===== config.mk =====
export PLATFORM = sky130hd
export DESIGN_NAME = run_length_reporter_flat
export DESIGN_NICKNAME = d
export VERILOG_FILES = /design/src/rtl/run_length_reporter_pkg.sv /design/src/rtl/run_length_reporter_if.sv /design/src/rtl/run_length_reporter_sat_counter.sv /design/src/rtl/run_length_reporter.sv /design/src/flat_wrapper.sv
export SDC_FILE = /design/constraint.sdc
export NUM_CORES = 1
export LEC_CHECK = 0
export ABC_AREA = 0
export CORE_UTILIZATION = 55
export CTS_BUF_LIST = sky130_fd_sc_hd__clkbuf_4
export DETAILED_ROUTE_END_ITERATION = 10
export PLACE_DENSITY_LB_ADDON = 0.25
export SLEW_MARGIN = 40
export SYNTH_ARGS = -nofsm -noshare
export SYNTH_HDL_FRONTEND = slang
export SYNTH_HIERARCHICAL = 1
export SYNTH_SLANG_ARGS = --single-unit
export TNS_END_PERCENT = 1

===== constraint.sdc =====
create_clock -name clock -period 3.5 [get_ports clock]
set_clock_uncertainty 0.2 [all_clocks]
set_input_delay 0.7 -clock clock [delete_from_list [all_inputs] [get_ports clock]]
set_output_delay 0.7 -clock clock [all_outputs]
set_load 0.01 [all_outputs]

===== src/rtl/run_length_reporter_pkg.sv =====
// -----------------------------------------------------------------------------
// run_length_reporter_pkg
//   Shared definitions for the run-length reporter: the FSM state encoding and
//   the default widths and minimum reported run length.
// -----------------------------------------------------------------------------
package run_length_reporter_pkg;

    // IDLE: waiting for z to rise. RUN: counting the cycles z stays high.
    typedef enum logic {
        IDLE = 1'b0,
        RUN  = 1'b1
    } state_t;

    localparam int DEF_LEN_W   = 8;   // run-length counter / rpt_len width
    localparam int DEF_CNT_W   = 16;  // completed-run counter width
    localparam int DEF_MIN_LEN = 1;   // shortest run that is reported

endpackage


===== src/rtl/run_length_reporter_if.sv =====
// -----------------------------------------------------------------------------
// run_length_reporter_if
//   Valid/ready report channel from the reporter to the next stage.
//   rpt_valid : report slot holds an unaccepted length (master drives)
//   rpt_len   : reported run length in cycles         (master drives)
//   rpt_ready : consumer accepts rpt_len this cycle   (slave drives)
// -----------------------------------------------------------------------------
interface run_length_reporter_if
    import run_length_reporter_pkg::*;
#(
    parameter int LEN_W = DEF_LEN_W
);

    logic             rpt_valid;
    logic             rpt_ready;
    logic [LEN_W-1:0] rpt_len;

    modport master (output rpt_valid, output rpt_len, input  rpt_ready);
    modport slave  (input  rpt_valid, input  rpt_len, output rpt_ready);

endinterface


===== src/rtl/run_length_reporter_sat_counter.sv =====
// -----------------------------------------------------------------------------
// run_length_reporter_sat_counter
//   Saturating up-counter with synchronous clear and load-of-one.
//   clock : clock, all updates on posedge
//   rst   : asynchronous active-high reset, q -> 0
//   clr   : synchronous clear; an inc in the same cycle still counts (q -> 1)
//   load1 : restart the count at 1
//   inc   : increment, holding at all-ones
//   q     : count value
// -----------------------------------------------------------------------------
module run_length_reporter_sat_counter #(
    parameter int W = 8
) (
    input  logic         clock,
    input  logic         rst,
    input  logic         clr,
    input  logic         load1,
    input  logic         inc,
    output logic [W-1:0] q
);

    localparam logic [W-1:0] MAX_V = '1;
    localparam logic [W-1:0] ONE_V = W'(1);

    // NOTE: sequential state is written with non-blocking assignments only, so
    // every flop samples the pre-edge value of every other flop.
    always_ff @(posedge clock or posedge rst) begin
        if (rst) begin
            q <= '0;
        end else if (clr) begin
            // Clear first, then apply this cycle's increment.
            q <= inc ? ONE_V : '0;
        end else if (load1) begin
            q <= ONE_V;
        end else if (inc && (q != MAX_V)) begin
            q <= q + ONE_V;
        end
    end

endmodule


===== src/rtl/run_length_reporter.sv =====
// -----------------------------------------------------------------------------
// run_length_reporter
//   Measures how many cycles each z-high episode lasts, counts completed runs
//   of at least MIN_LEN cycles, and offers each length through a single-entry
//   valid/ready slot. A completion that finds the slot full is dropped and
//   sets the sticky overrun flag.
//   clock     : clock, all updates on posedge
//   rst       : asynchronous active-high reset
//   z_in      : run detector level output
//   clr       : synchronous clear of run_count and overrun (clear-then-apply)
//   rpt       : report channel (master side): rpt_valid, rpt_len, rpt_ready
//   run_count : completed runs with length >= MIN_LEN, saturating
//   overrun   : sticky, a report was dropped because the slot was full
//   active    : a run is currently being measured
// -----------------------------------------------------------------------------
module run_length_reporter
    import run_length_reporter_pkg::*;
#(
    parameter int LEN_W   = DEF_LEN_W,
    parameter int CNT_W   = DEF_CNT_W,
    parameter int MIN_LEN = DEF_MIN_LEN
) (
    input  logic                   clock,
    input  logic                   rst,
    input  logic                   z_in,
    input  logic                   clr,
    run_length_reporter_if.master  rpt,
    output logic [CNT_W-1:0]       run_count,
    output logic                   overrun,
    output logic                   active
);

    localparam logic [LEN_W-1:0] MIN_LEN_V = LEN_W'(MIN_LEN);

    state_t           state, next_state;
    logic             len_load1, len_inc, run_end;
    logic [LEN_W-1:0] len_q;
    logic             counted, slot_free, drop;
    logic             valid_q, overrun_q;
    logic [LEN_W-1:0] rpt_len_q;

    always_ff @(posedge clock or posedge rst) begin
        if (rst) state <= IDLE;
        else     state <= next_state;
    end

    // NOTE: every output of this block gets a default first, so no path
    // through the case leaves a signal unassigned and no latch is inferred.
    always_comb begin
        next_state = state;
        len_load1  = 1'b0;
        len_inc    = 1'b0;
        run_end    = 1'b0;
        unique case (state)
            IDLE: begin
                if (z_in) begin
                    next_state = RUN;
                    len_load1  = 1'b1;
                end
            end
            RUN: begin
                if (z_in) begin
                    len_inc = 1'b1;
                end else begin
                    next_state = IDLE;
                    run_end    = 1'b1;
                end
            end
        endcase
    end

    run_length_reporter_sat_counter #(.W(LEN_W)) u_len (
        .clock (clock),
        .rst   (rst),
        .clr   (1'b0),
        .load1 (len_load1),
        .inc   (len_inc),
        .q     (len_q)
    );

    // A run ends on the first 0 sample; only runs of MIN_LEN or more count.
    assign counted = run_end && (len_q >= MIN_LEN_V);

    run_length_reporter_sat_counter #(.W(CNT_W)) u_run_count (
        .clock (clock),
        .rst   (rst),
        .clr   (clr),
        .load1 (1'b0),
        .inc   (counted),
        .q     (run_count)
    );

    // The slot is free if empty or being drained at this very edge.
    assign slot_free = !valid_q || rpt.rpt_ready;
    assign drop      = counted && !slot_free;

    always_ff @(posedge clock or posedge rst) begin
        if (rst) begin
            valid_q   <= 1'b0;
            rpt_len_q <= '0;
        end else if (counted && slot_free) begin
            valid_q   <= 1'b1;
            rpt_len_q <= len_q;
        end else if (valid_q && rpt.rpt_ready) begin
            valid_q   <= 1'b0;
        end
    end

    always_ff @(posedge clock or posedge rst) begin
        if (rst)       overrun_q <= 1'b0;
        else if (clr)  overrun_q <= drop;
        else if (drop) overrun_q <= 1'b1;
    end

    assign rpt.rpt_valid = valid_q;
    assign rpt.rpt_len   = rpt_len_q;
    assign overrun       = overrun_q;
    assign active        = (state == RUN);

endmodule


===== src/flat_wrapper.sv =====
// flat-port wrapper written by rule: the top's interface ports become plain ports
module run_length_reporter_flat import run_length_reporter_pkg::*;
#(
    parameter int LEN_W   = DEF_LEN_W,
    parameter int CNT_W   = DEF_CNT_W,
    parameter int MIN_LEN = DEF_MIN_LEN
)
  (clock, rst, z_in, clr, run_count, overrun, active, rpt_rpt_valid, rpt_rpt_len, rpt_rpt_ready);
  run_length_reporter_if #(.LEN_W(LEN_W)) rpt_i ();
  input  logic clock;
  input  logic rst;
  input  logic z_in;
  input  logic clr;
  output logic [CNT_W-1:0] run_count;
  output logic overrun;
  output logic active;
  output wire logic [$bits(rpt_i.rpt_valid)-1:0] rpt_rpt_valid;
  output wire logic [$bits(rpt_i.rpt_len)-1:0] rpt_rpt_len;
  input wire logic [$bits(rpt_i.rpt_ready)-1:0] rpt_rpt_ready;
  assign rpt_rpt_valid = rpt_i.rpt_valid;
  assign rpt_rpt_len = rpt_i.rpt_len;
  assign rpt_i.rpt_ready = rpt_rpt_ready;
  run_length_reporter #(.LEN_W(LEN_W), .CNT_W(CNT_W), .MIN_LEN(MIN_LEN)) u_core (.clock(clock), .rst(rst), .z_in(z_in), .clr(clr), .rpt(rpt_i), .run_count(run_count), .overrun(overrun), .active(active));
endmodule

==> load_flow_metrics.sql, run 1 <==
INSERT INTO impl_metrics (metric_group, metric, value, unit) VALUES
('power_and_ir_drop', 'p_per_area', '335', 'nW/um^2'),
('grt', 'vias_in_the_first_global_route', '1462', ''),
('logic_synthesis', 'synth-edff-count', '0', ''),
('detailed_routing', 'first_pass_iters', '4', ''),
('detailed_routing', 'post_drt_wl_per_cell', '14.3', 'um'),
('setup_path', 'critical_path_required', '3.58', 'ns'),
('setup_path', 'path_buf_inv', '2', ''),
('detailed_routing', 'wirelength', '4030', 'um'),
('min_path', 'hold_wc_path_type', 'register to register', ''),
('min_path', 'min-delay-start', 'u_core/rpt.rpt_len[7]$_DFFE_PP0P_', ''),
('timing', 'grt_setup_unrepaired', 'false', ''),
('layout', 'nets', '242', ''),
('setup_path', 'max_stage_delay_on_crit_path', '0.45', 'ns'),
('logic_synthesis', 'synth-simple-area-share', '26.2', '%'),
('grt', 'wire_length_of_the_first_global_routing_pass', '6490', 'um'),
('place', 'hpwlAfterDp', '2880', 'um'),
('clock_tree', 'post_cts_resize_count', '0', ''),
('timing', 'timing_worst_slew_pin_value', '0.603', 'ns'),
('die', 'row_count', '21', ''),
('timing', 'fin_crit_period', '2.78', 'ns'),
('detailed_routing', 'dr_total_vias', '1654', ''),
('run_status', 'status', 'completed', ''),
('detailed_routing', 'starting_drc_count_in_detailed_routing', '116', ''),
('logic_synthesis', 'yosysUniqueCellTypes', '45', ''),
('die', 'initial_utilization', '57.6', '%'),
('timing', 'totalNegativeSetupSlack', '0', 'ns'),
('detailed_routing', 'ant_nets', '0', ''),
('setup_path', 'cp_top_family', 'simple AND/OR/NAND/NOR gates', ''),
('power_and_ir_drop', 'total_leakage_power', '0.985', 'nW'),
('logic_synthesis', 'synth-async-reset-ratio', '100', '%'),
('setup_path', 'timing.critical_path.arrival', '2.86', 'ns'),
('clock_tree', 'cts_sinks', '35', ''),
('grt', 'grt_max_degree', '17', ''),
('timing', 'fin_crit_sh', '79.5', '%'),
('layout', 'nFillCells', '266', ''),
('logic_synthesis', 'synthesis.instances', '190', ''),
('clock_tree', 'ctsRootBufferMaster', 'clkbuf_4', ''),
('place', 'dpl-instance-area', '2300', 'um^2'),
('setup_path', 'critical_path.startpoint', 'z_in', ''),
('setup_path', 'timing.rr.start', 'u_core/u_len/q[2]$_DFFE_PP0P_', ''),
('place', 'placed_cells', '274', ''),
('clock_tree', 'cts.path.max_buffers', '2', ''),
('setup_path', 'cp-start-kind', 'input pin', ''),
('timing', 'slew_viol_final', '0', ''),
('logic_synthesis', 'post_synth_instance_area', '1920', 'um^2'),
('die', 'floorplan.die.width', '61.1', 'um'),
('die', 'i_o_pins', '32', ''),
('place', 'port-buffer-count', '31', ''),
('layout', 'layout_commonest_cell', 'dfrtp_1', ''),
('layout', 'final_layout_size_suffix_gt1_share', '12.7', '%'),
('logic_synthesis', 'post_synth_xor_area_fraction', '0.456', '%'),
('timing', 'slew_headroom', '59.7', '%'),
('setup_path', 'timing.setup.critical_path_class', 'input pin to register', ''),
('layout', 'diodes', '0', ''),
('setup_path', 'cp_cell_sequence', 'clkdlybuf4s50_1 -> nand2b_1 -> a21o_2 -> inv_1 -> nand4_1 -> or3_1 -> or4_1 -> a21oi_1', ''),
('logic_synthesis', 'syn_avg_cell_area', '10.1', 'um^2'),
('clock_tree', 'clock_insertion_delay_worst_skew', '0.35', 'ns'),
('timing', 'achievable-frequency', '360', 'MHz'),
('logic_synthesis', 'primary_flip_flop_cell_chosen_by_synthesis_mapping', 'dfrtp_1', ''),
('clock_tree', 'cts.clk_slew.worst_paths', '0.11', 'ns'),
('timing', 'setup_viol', '0', ''),
('layout', 'stdcell_area', '2380', 'um^2'),
('clock_tree', 'tritoncts', 'built', ''),
('flow_run', 'max_cap_violations', '0', ''),
('logic_synthesis', 'ys_warn_count', '6', ''),
('setup_path', 'crit_path_end_kind', 'register', ''),
('clock_tree', 'cts_max_level', '2', ''),
('clock_tree', 'cts_made_buffers', '5', ''),
('place', 'gp_congestion', '0.888', ''),
('grt', 'grt_usage', '23.9', '%'),
('grt', 'gr-total-overflow', '0', '');
## synthesized netlist by cell type, types with 2 or more instances
cell type	count	area share [%]
dfrtp_1	35	46
nand2_1	16	3.1
a21oi_1	12	3.1
or3_1	12	3.9
o21ai_0	11	2.9
inv_1	9	1.8
nand3_1	9	2.3
mux2_2	8	4.7
nand4_1	8	2.6
nor2_1	7	1.4
a31oi_1	5	1.6
and4_1	5	2.3
mux2i_1	4	2.1
and2_1	3	0.98
and3_1	3	0.98
nor3_1	3	0.78
nor4_2	3	2.0
o31ai_1	3	1.2
or4_1	3	1.2
a211oi_2	2	1.3
ha_1	2	1.3
nand2b_1	2	0.65
nor2b_1	2	0.65
or2_2	2	0.65
## area by class of cell
type                    instances  area (um^2)  share of cell area, %
inverters                       9         33.8                   1.42
clock buffers                   5         37.5                   1.58
well taps                      46         57.6                   2.42
flip-flops and latches         35          876                   36.8
repair buffers                 31          310                   13.0
clock inverters                 3         43.8                   1.84
multi-input cells             153         1020                   42.9
## final timing paths
| path | cells after the start | slack, ns | endpoint |
|---|---|---|---|
| min in group asynchronous | 2 | 0.47 | u_core/u_len/q[4]$_DFFE_PP0P_ |
| max | 8 | 0.72 | u_core/u_run_count/q[9]$_DFFE_PP0P_ |
| min | 1 | 0.32 | u_core/rpt.rpt_len[7]$_DFFE_PP0P_ |
| min reg2reg | 1 | 0.32 | u_core/rpt.rpt_len[7]$_DFFE_PP0P_ |
| max in group asynchronous | 2 | 2.11 | u_core/u_run_count/q[11]$_DFFE_PP0P_ |
| max reg2reg | 7 | 1.02 | u_core/u_run_count/q[9]$_DFFE_PP0P_ |
## cells by family (layout without fill, tap and decap cells)
logic type	after synthesis	after routing
compound gates	43	43
simple gates	84	84
xor+xnor	1	1
buf+inv	12	48
mux	12	12
flops	35	35
fa+ha+maj	2	2
other cells	1	11
## layer usage
metal  GRT usage, %  wire (um)
met2           40.1       2050
met3           4.41        189
met5              0          0
met4           12.0         87
met1           29.6       1710
## worst register-to-register path: cells and delay by family (launching register included)
kind                   cells  cell delay [ns]
flip-flops                 1             0.56
AO/OA/AOI/OAI              2             0.39
AND/OR/NAND/NOR            4             1.09
buffers and inverters      1             0.17
## power by group
part | total [W] | switching, W | internal, W
sequential | 0.000426 | 0.0000112 | 0.000415
combinational | 0.0000792 | 0.0000406 | 0.0000386
clock | 0.000293 | 0.000143 | 0.000150
total | 0.000798 | 0.000195 | 0.000604
## metrics by stage
| step | power (W) | worst slack [ns] |
|---|---|---|
| floorplan | 0.000480 | 0.990 |
| global placement | 0.000514 | 0.450 |
| detailed placement | 0.000514 | 0.383 |
| CTS | 0.000804 | 0.755 |
| global route | 0.000833 | 0.585 |
| finish | 0.000798 | 0.719 |
## flip-flops by register name (all words and copies together), names as in the netlist
signal	cells
u_core/u_run_count/q	16
u_core/rpt.rpt_len	8
u_core/u_len/q	8
u_core/active	1
u_core/overrun	1
u_core/rpt.rpt_valid	1
Note: power is estimated with default switching activity, not from simulation.
==> run 2: changes to the inputs <==
==> constraint.sdc (replaced) <==
create_clock -name clock -period 2.8 [get_ports clock]
set_clock_uncertainty 0.2 [all_clocks]
set_input_delay 0.56 -clock clock [delete_from_list [all_inputs] [get_ports clock]]
set_output_delay 0.56 -clock clock [all_outputs]
set_load 0.01 [all_outputs]
==> load_flow_metrics.sql, run 2 (synthesis gave the netlist of run 1 again) <==
INSERT INTO impl_metrics (metric_group, metric, value, unit) VALUES
('die', 'row_count', '21', ''),
('power_and_ir_drop', 'p_per_area', '378', 'nW/um^2'),
('setup_path', 'timing.setup.critical_path_class', 'input pin to register', ''),
('clock_tree', 'post_cts_resize_count', '0', ''),
('detailed_routing', 'first_pass_iters', '4', ''),
('timing', 'totalNegativeSetupSlack', '0', 'ns'),
('timing', 'grt_setup_unrepaired', 'false', ''),
('clock_tree', 'ctsRootBufferMaster', 'clkbuf_4', ''),
('grt', 'grtUsageMet1', '30.4', '%'),
('grt', 'met3_usage', '7.35', '%'),
('setup_path', 'max_stage_delay_on_crit_path', '0.41', 'ns'),
('clock_tree', 'cts_max_level', '2', ''),
('power_and_ir_drop', 'ir_worst_vdd', '0.240', 'mV'),
('layout', 'largest_reg_flops', '16', ''),
('setup_path', 'timing.critical_path.arrival', '2.49', 'ns'),
('detailed_routing', 'drc', '0', ''),
('timing', 'fin_crit_sh', '86.0', '%'),
('layout', 'mostFrequentLayoutCells', '35 x dfrtp_1, 31 x clkdlybuf4s50_1, 16 x nand2_1', ''),
('setup_path', 'critPathMaxFanout', '3', ''),
('layout', 'layout_commonest_cell', 'dfrtp_1', ''),
('place', 'port-buffer-count', '31', ''),
('grt', 'gr-total-overflow', '0', ''),
('clock_tree', 'cts_post_setup_buffers_inserted', '0', ''),
('clock_tree', 'clock_insertion_delay_worst_skew', '0.35', 'ns'),
('detailed_routing', 'wirelength', '4240', 'um'),
('die', 'i_o_pins', '32', ''),
('die', 'floorplan.die.width', '61.1', 'um'),
('timing', 'achievable-frequency', '415', 'MHz'),
('layout', 'areaGrowthSynthToFinish', '25.1', '%'),
('layout', 'nFillCells', '267', ''),
('clock_tree', 'tritoncts', 'built', ''),
('grt', 'initial_antenna_violation_count', '0', ''),
('grt', 'grt_use_met2', '41.0', '%'),
('detailed_routing', 'dr_total_vias', '1676', ''),
('clock_tree', 'cts-hold-fix-buffers', '0', ''),
('flow_run', 'max_cap_violations', '0', ''),
('timing', 'slew_viol_final', '0', ''),
('power_and_ir_drop', 'p_total', '0.000908', 'W'),
('detailed_routing', 'ant_nets', '0', ''),
('setup_path', 'cp_cell_sequence', 'clkdlybuf4s50_1 -> nand2b_1 -> a21o_2 -> inv_1 -> nand4_1 -> or3_1 -> or4_1 -> a21oi_1', ''),
('clock_tree', 'cts_sinks', '35', ''),
('setup_path', 'critical_path_required', '2.88', 'ns'),
('timing', 'setup_viol', '0', ''),
('setup_path', 'critPathSlowestCell', 'clkdlybuf4s50_1', ''),
('clock_tree', 'cts.clk_slew.worst_paths', '0.11', 'ns'),
('layout', 'multiInputGateArea', '1020', 'um^2'),
('layout', 'regMostFlops', 'u_core/u_run_count/q', ''),
('grt', 'vias_in_the_first_global_route', '1478', ''),
('grt', 'gr-max-usage-layer', 'met2', ''),
('layout', 'diodes', '0', ''),
('grt', 'grt_usage', '25.3', '%'),
('setup_path', 'cp-start-kind', 'input pin', ''),
('layout', 'final_layout_size_suffix_gt1_share', '14.4', '%'),
('min_path', 'hold_wc_path_type', 'register to register', ''),
('layout', 'seq_cell_area', '876', 'um^2'),
('grt', 'wire_length_of_the_first_global_routing_pass', '6710', 'um'),
('place', 'hpwlAfterDp', '3090', 'um'),
('die', 'initial_utilization', '57.6', '%'),
('detailed_routing', 'starting_drc_count_in_detailed_routing', '72', ''),
('setup_path', 'cp_top_family', 'simple AND/OR/NAND/NOR gates', ''),
('layout', 'nets', '249', ''),
('timing', 'slew_headroom', '55.6', '%'),
('timing', 'fin_crit_period', '2.41', 'ns'),
('timing', 'finalHoldViolations', '0', ''),
('timing', 'timing_worst_slew_pin_value', '0.665', 'ns'),
('setup_path', 'crit_path_end_kind', 'register', ''),
('run_status', 'status', 'completed', ''),
('grt', 'grt_max_degree', '17', ''),
('die', 'core_area', '3340', 'um^2'),
('detailed_routing', 'via_per_inst', '5.80', ''),
('clock_tree', 'cts.path.max_buffers', '2', ''),
('detailed_routing', 'post_drt_wl_per_cell', '14.7', 'um'),
('power_and_ir_drop', 'total_leakage_power', '1.00', 'nW'),
('setup_path', 'path_buf_inv', '2', ''),
('die', 'die_area', '3730', 'um^2'),
('clock_tree', 'cts_made_buffers', '5', ''),
('die', 'die_h', '61.1', 'um'),
('place', 'gp_congestion', '0.892', '');
-- run 2: layer usage --
metal | part of all wire (%) | wire, um
met1 | 43 | 1830
met2 | 50 | 2110
met3 | 4.5 | 189
met4 | 2.5 | 105
met5 | 0 | 0
-- run 2: final timing paths --
kind,start,to,slack [ns],cells past startpoint
worst max register to register,u_core/u_len/q[3]$_DFFE_PP0P_,u_core/u_run_count/q[9]$_DFFE_PP0P_,0.53,7
worst min register to register,u_core/rpt.rpt_len[1]$_DFFE_PP0P_,u_core/rpt.rpt_len[1]$_DFFE_PP0P_,0.32,1
min in group asynchronous,rst,u_core/u_len/q[2]$_DFFE_PP0P_,0.34,2
worst max-delay path,z_in,u_core/u_run_count/q[9]$_DFFE_PP0P_,0.39,8
worst min-delay path,u_core/rpt.rpt_len[1]$_DFFE_PP0P_,u_core/rpt.rpt_len[1]$_DFFE_PP0P_,0.32,1
max in group asynchronous,rst,u_core/u_run_count/q[0]$_DFFE_PP0P_,1.49,2
-- run 2: cell type report --
type                            count  share of cell area (%)
Clock buffer                        5                    1.56
Clock inverter                      3                   0.624
Inverter                            9                    1.40
Multi-Input combinational cell    153                    42.5
Sequential cell                    35                    36.4
Tap cell                           46                    2.39
Timing Repair Buffer               38                    15.1
-- run 2: through the flow --
| step | setup WS [ns] | util, % | hold slack [ns] | area, um^2 | std cells |
|---|---|---|---|---|---|
| 6_report | 0.392 | 72.1 | 0.319 | 2400 | 289 |
| 5_1_grt | 0.310 | 72.1 | 0.340 | 2400 | 289 |
| 4_1_cts | 0.400 | 72.1 | 0.320 | 2400 | 289 |
| 3_5_place_dp | 0.0338 | 70.5 | 0.294 | 2350 | 281 |
| 3_3_place_gp | 0.0752 | 70.5 | 0.289 | 2350 | 281 |
| 2_1_floorplan | 0.430 | - | 0.176 | 1960 | 200 |
-- run 2: where the power goes --
part | switching, W | internal, W | total, W
Sequential | 0.0000131 | 0.000519 | 0.000532
Combinational | 0.0000542 | 0.0000531 | 0.000107
Clock | 0.000177 | 0.0000920 | 0.000269
Total | 0.000245 | 0.000664 | 0.000908
==> run 3: changes to the inputs <==
--- a/config.mk
+++ b/config.mk
@@ -6,6 +6,7 @@
 export NUM_CORES = 1
 export LEC_CHECK = 0
 export ABC_AREA = 0
+export CORE_MARGIN = 2
 export CORE_UTILIZATION = 55
 export CTS_BUF_LIST = sky130_fd_sc_hd__clkbuf_4
 export DETAILED_ROUTE_END_ITERATION = 10
==> load_flow_metrics.sql, run 3 (synthesis gave the netlist of run 1 again) <==
INSERT INTO impl_metrics (metric_group, metric, value, unit) VALUES
('clock_tree', 'cts-hold-fix-buffers', '0', ''),
('detailed_routing', 'via_per_inst', '5.98', ''),
('detailed_routing', 'dr_total_vias', '1735', ''),
('flow_run', 'max_cap_violations', '0', ''),
('setup_path', 'timing.critical_path.arrival', '2.51', 'ns'),
('detailed_routing', 'wirelength', '4600', 'um'),
('layout', 'nets', '251', ''),
('setup_path', 'timing.rr.start', 'u_core/u_len/q[3]$_DFFE_PP0P_', ''),
('timing', 'holdWs', '0.321', 'ns'),
('setup_path', 'critical_path_required', '2.88', 'ns'),
('layout', 'layout_commonest_cell', 'dfrtp_1', ''),
('timing', 'finalHoldViolations', '0', ''),
('timing', 'timing_worst_slew_pin_value', '0.637', 'ns'),
('setup_path', 'timing.setup.critical_path_class', 'input pin to register', ''),
('timing', 'fin_crit_period', '2.43', 'ns'),
('clock_tree', 'cts_max_level', '2', ''),
('grt', 'grt_usage', '25.1', '%'),
('power_and_ir_drop', 'ir_worst_vdd', '0.383', 'mV'),
('layout', 'multiInputGateArea', '1020', 'um^2'),
('setup_path', 'critPathMaxFanout', '4', ''),
('setup_path', 'crit_path_end_kind', 'register', ''),
('detailed_routing', 'drc', '0', ''),
('timing', 'slew_headroom', '57.5', '%'),
('die', 'i_o_pins', '32', ''),
('detailed_routing', 'ant_nets', '0', ''),
('place', 'hpwlAfterDp', '3240', 'um'),
('clock_tree', 'cts_sinks', '35', ''),
('power_and_ir_drop', 'p_per_area', '412', 'nW/um^2'),
('grt', 'vias_in_the_first_global_route', '1718', ''),
('run_status', 'status', 'completed', ''),
('layout', 'areaGrowthSynthToFinish', '27.1', '%'),
('die', 'core_area', '3340', 'um^2'),
('timing', 'totalNegativeSetupSlack', '0', 'ns'),
('layout', 'nFillCells', '282', ''),
('layout', 'regMostFlops', 'u_core/u_run_count/q', ''),
('min_path', 'min_delay_worst_endpoint', 'u_core/rpt.rpt_len[1]$_DFFE_PP0P_', ''),
('clock_tree', 'post_cts_resize_count', '0', ''),
('timing', 'fin_crit_sh', '86.9', '%'),
('timing', 'slew_viol_final', '0', ''),
('setup_path', 'critical_path.reg2reg.endpoint', 'u_core/u_run_count/q[11]$_DFFE_PP0P_', ''),
('grt', 'wire_length_of_the_first_global_routing_pass', '7830', 'um'),
('grt', 'gr-total-overflow', '0', ''),
('die', 'die_area', '3980', 'um^2'),
('timing', 'setup_viol', '0', ''),
('detailed_routing', 'starting_drc_count_in_detailed_routing', '124', ''),
('setup_path', 'cp-start-kind', 'input pin', ''),
('detailed_routing', 'first_pass_iters', '4', ''),
('detailed_routing', 'post_drt_wl_per_cell', '15.9', 'um'),
('die', 'initial_utilization', '57.6', '%'),
('clock_tree', 'cts_made_buffers', '5', ''),
('place', 'placed_cells', '283', ''),
('timing', 'achievable-frequency', '411', 'MHz'),
('die', 'die_h', '63.1', 'um'),
('min_path', 'whs_path_depth', '1', ''),
('layout', 'mostFrequentLayoutCells', '35 x dfrtp_1, 31 x clkdlybuf4s50_1, 16 x nand2_1', ''),
('clock_tree', 'cts_post_setup_buffers_inserted', '0', ''),
('place', 'gp_congestion', '0.890', ''),
('layout', 'largest_reg_flops', '16', ''),
('clock_tree', 'ctsRootBufferMaster', 'clkbuf_4', ''),
('die', 'floorplan.die.width', '63.1', 'um'),
('clock_tree', 'cts.path.max_buffers', '2', ''),
('clock_tree', 'clock_insertion_delay_worst_skew', '0.34', 'ns'),
('grt', 'initial_antenna_violation_count', '0', ''),
('layout', 'post_layout_nonfiller_instances', '290', ''),
('timing', 'grt_setup_unrepaired', 'false', ''),
('setup_path', 'ff2ff_setup_slack', '0.51', 'ns'),
('place', 'port-buffer-count', '31', ''),
('die', 'row_count', '21', ''),
('layout', 'diodes', '0', ''),
('setup_path', 'worst-r2r-cell-count', '7', ''),
('min_path', 'hold_wc_path_type', 'register to register', ''),
('power_and_ir_drop', 'total_leakage_power', '1.03', 'nW'),
('clock_tree', 'tritoncts', 'built', ''),
('min_path', 'min-delay-start', 'u_core/rpt.rpt_len[1]$_DFFE_PP0P_', ''),
('grt', 'grt_max_degree', '17', ''),
('layout', 'seq_cell_area', '876', 'um^2'),
('clock_tree', 'cts.clk_slew.worst_paths', '0.11', 'ns'),
('layout', 'final_layout_size_suffix_gt1_share', '15.6', '%');
run 3: cell type report:
class | count | area share [%]
multi-input cells | 153 | 41.9
flip-flops and latches | 35 | 35.9
repair buffers | 40 | 15.5
well taps | 46 | 2.36
clock buffers | 6 | 1.84
inverters | 9 | 1.38
clock inverters | 1 | 1.23
run 3: metal layers:
metal | share of wire, % | up-vias | track usage (%)
met2 | 52 | 82 | 43.9
met5 | 0 | - | 0
met4 | 2.6 | 0 | 11.1
li1 | - | 815 | -
met1 | 40 | 826 | 28.8
met3 | 5.7 | 12 | 6.61
run 3: worst max-delay path: stages:
cell and delay, ns:
clkdlybuf4s50_1 0.42, nand2b_1 0.18, a21o_2 0.21, inv_1 0.08, nand4_1 0.10, or2_2 0.32
or4_1 0.47, a21oi_1 0.16
run 3: worst max path at each step:
stage / start / end / slack, ns / cells past startpoint
5_1_grt: z_in / u_core/u_run_count/q[12]$_DFFE_PP0P_ / 0.29 / 8
3_5_place_dp: z_in / u_core/u_run_count/q[11]$_DFFE_PP0P_ / 0.04 / 8
3_3_place_gp: z_in / u_core/u_run_count/q[11]$_DFFE_PP0P_ / 0.08 / 8
6_report: z_in / u_core/u_run_count/q[11]$_DFFE_PP0P_ / 0.37 / 8
4_1_cts: z_in / u_core/u_run_count/q[11]$_DFFE_PP0P_ / 0.40 / 8
2_1_floorplan: z_in / u_core/u_run_count/q[9]$_DFFE_PP0P_ / 0.43 / 7
run 3: through the flow:
step                instance area, um^2  util, %  worst slack [ns]  power [W]
CTS                                2440     73.2             0.404    0.00102
global placement                   2370     70.9            0.0838   0.000651
finish                             2440     73.2             0.367    0.00101
detailed placement                 2370     70.9            0.0368   0.000652
floorplan                          1960        -             0.430   0.000599
global route                       2440     73.2             0.285    0.00105
run 3: where the power goes:
part / internal (W) / switching, W / leakage, nW
clock network: 0.000194 / 0.000170 / 0.0417
registers: 0.000519 / 0.0000107 / 0.479
logic: 0.0000551 / 0.0000582 / 0.505
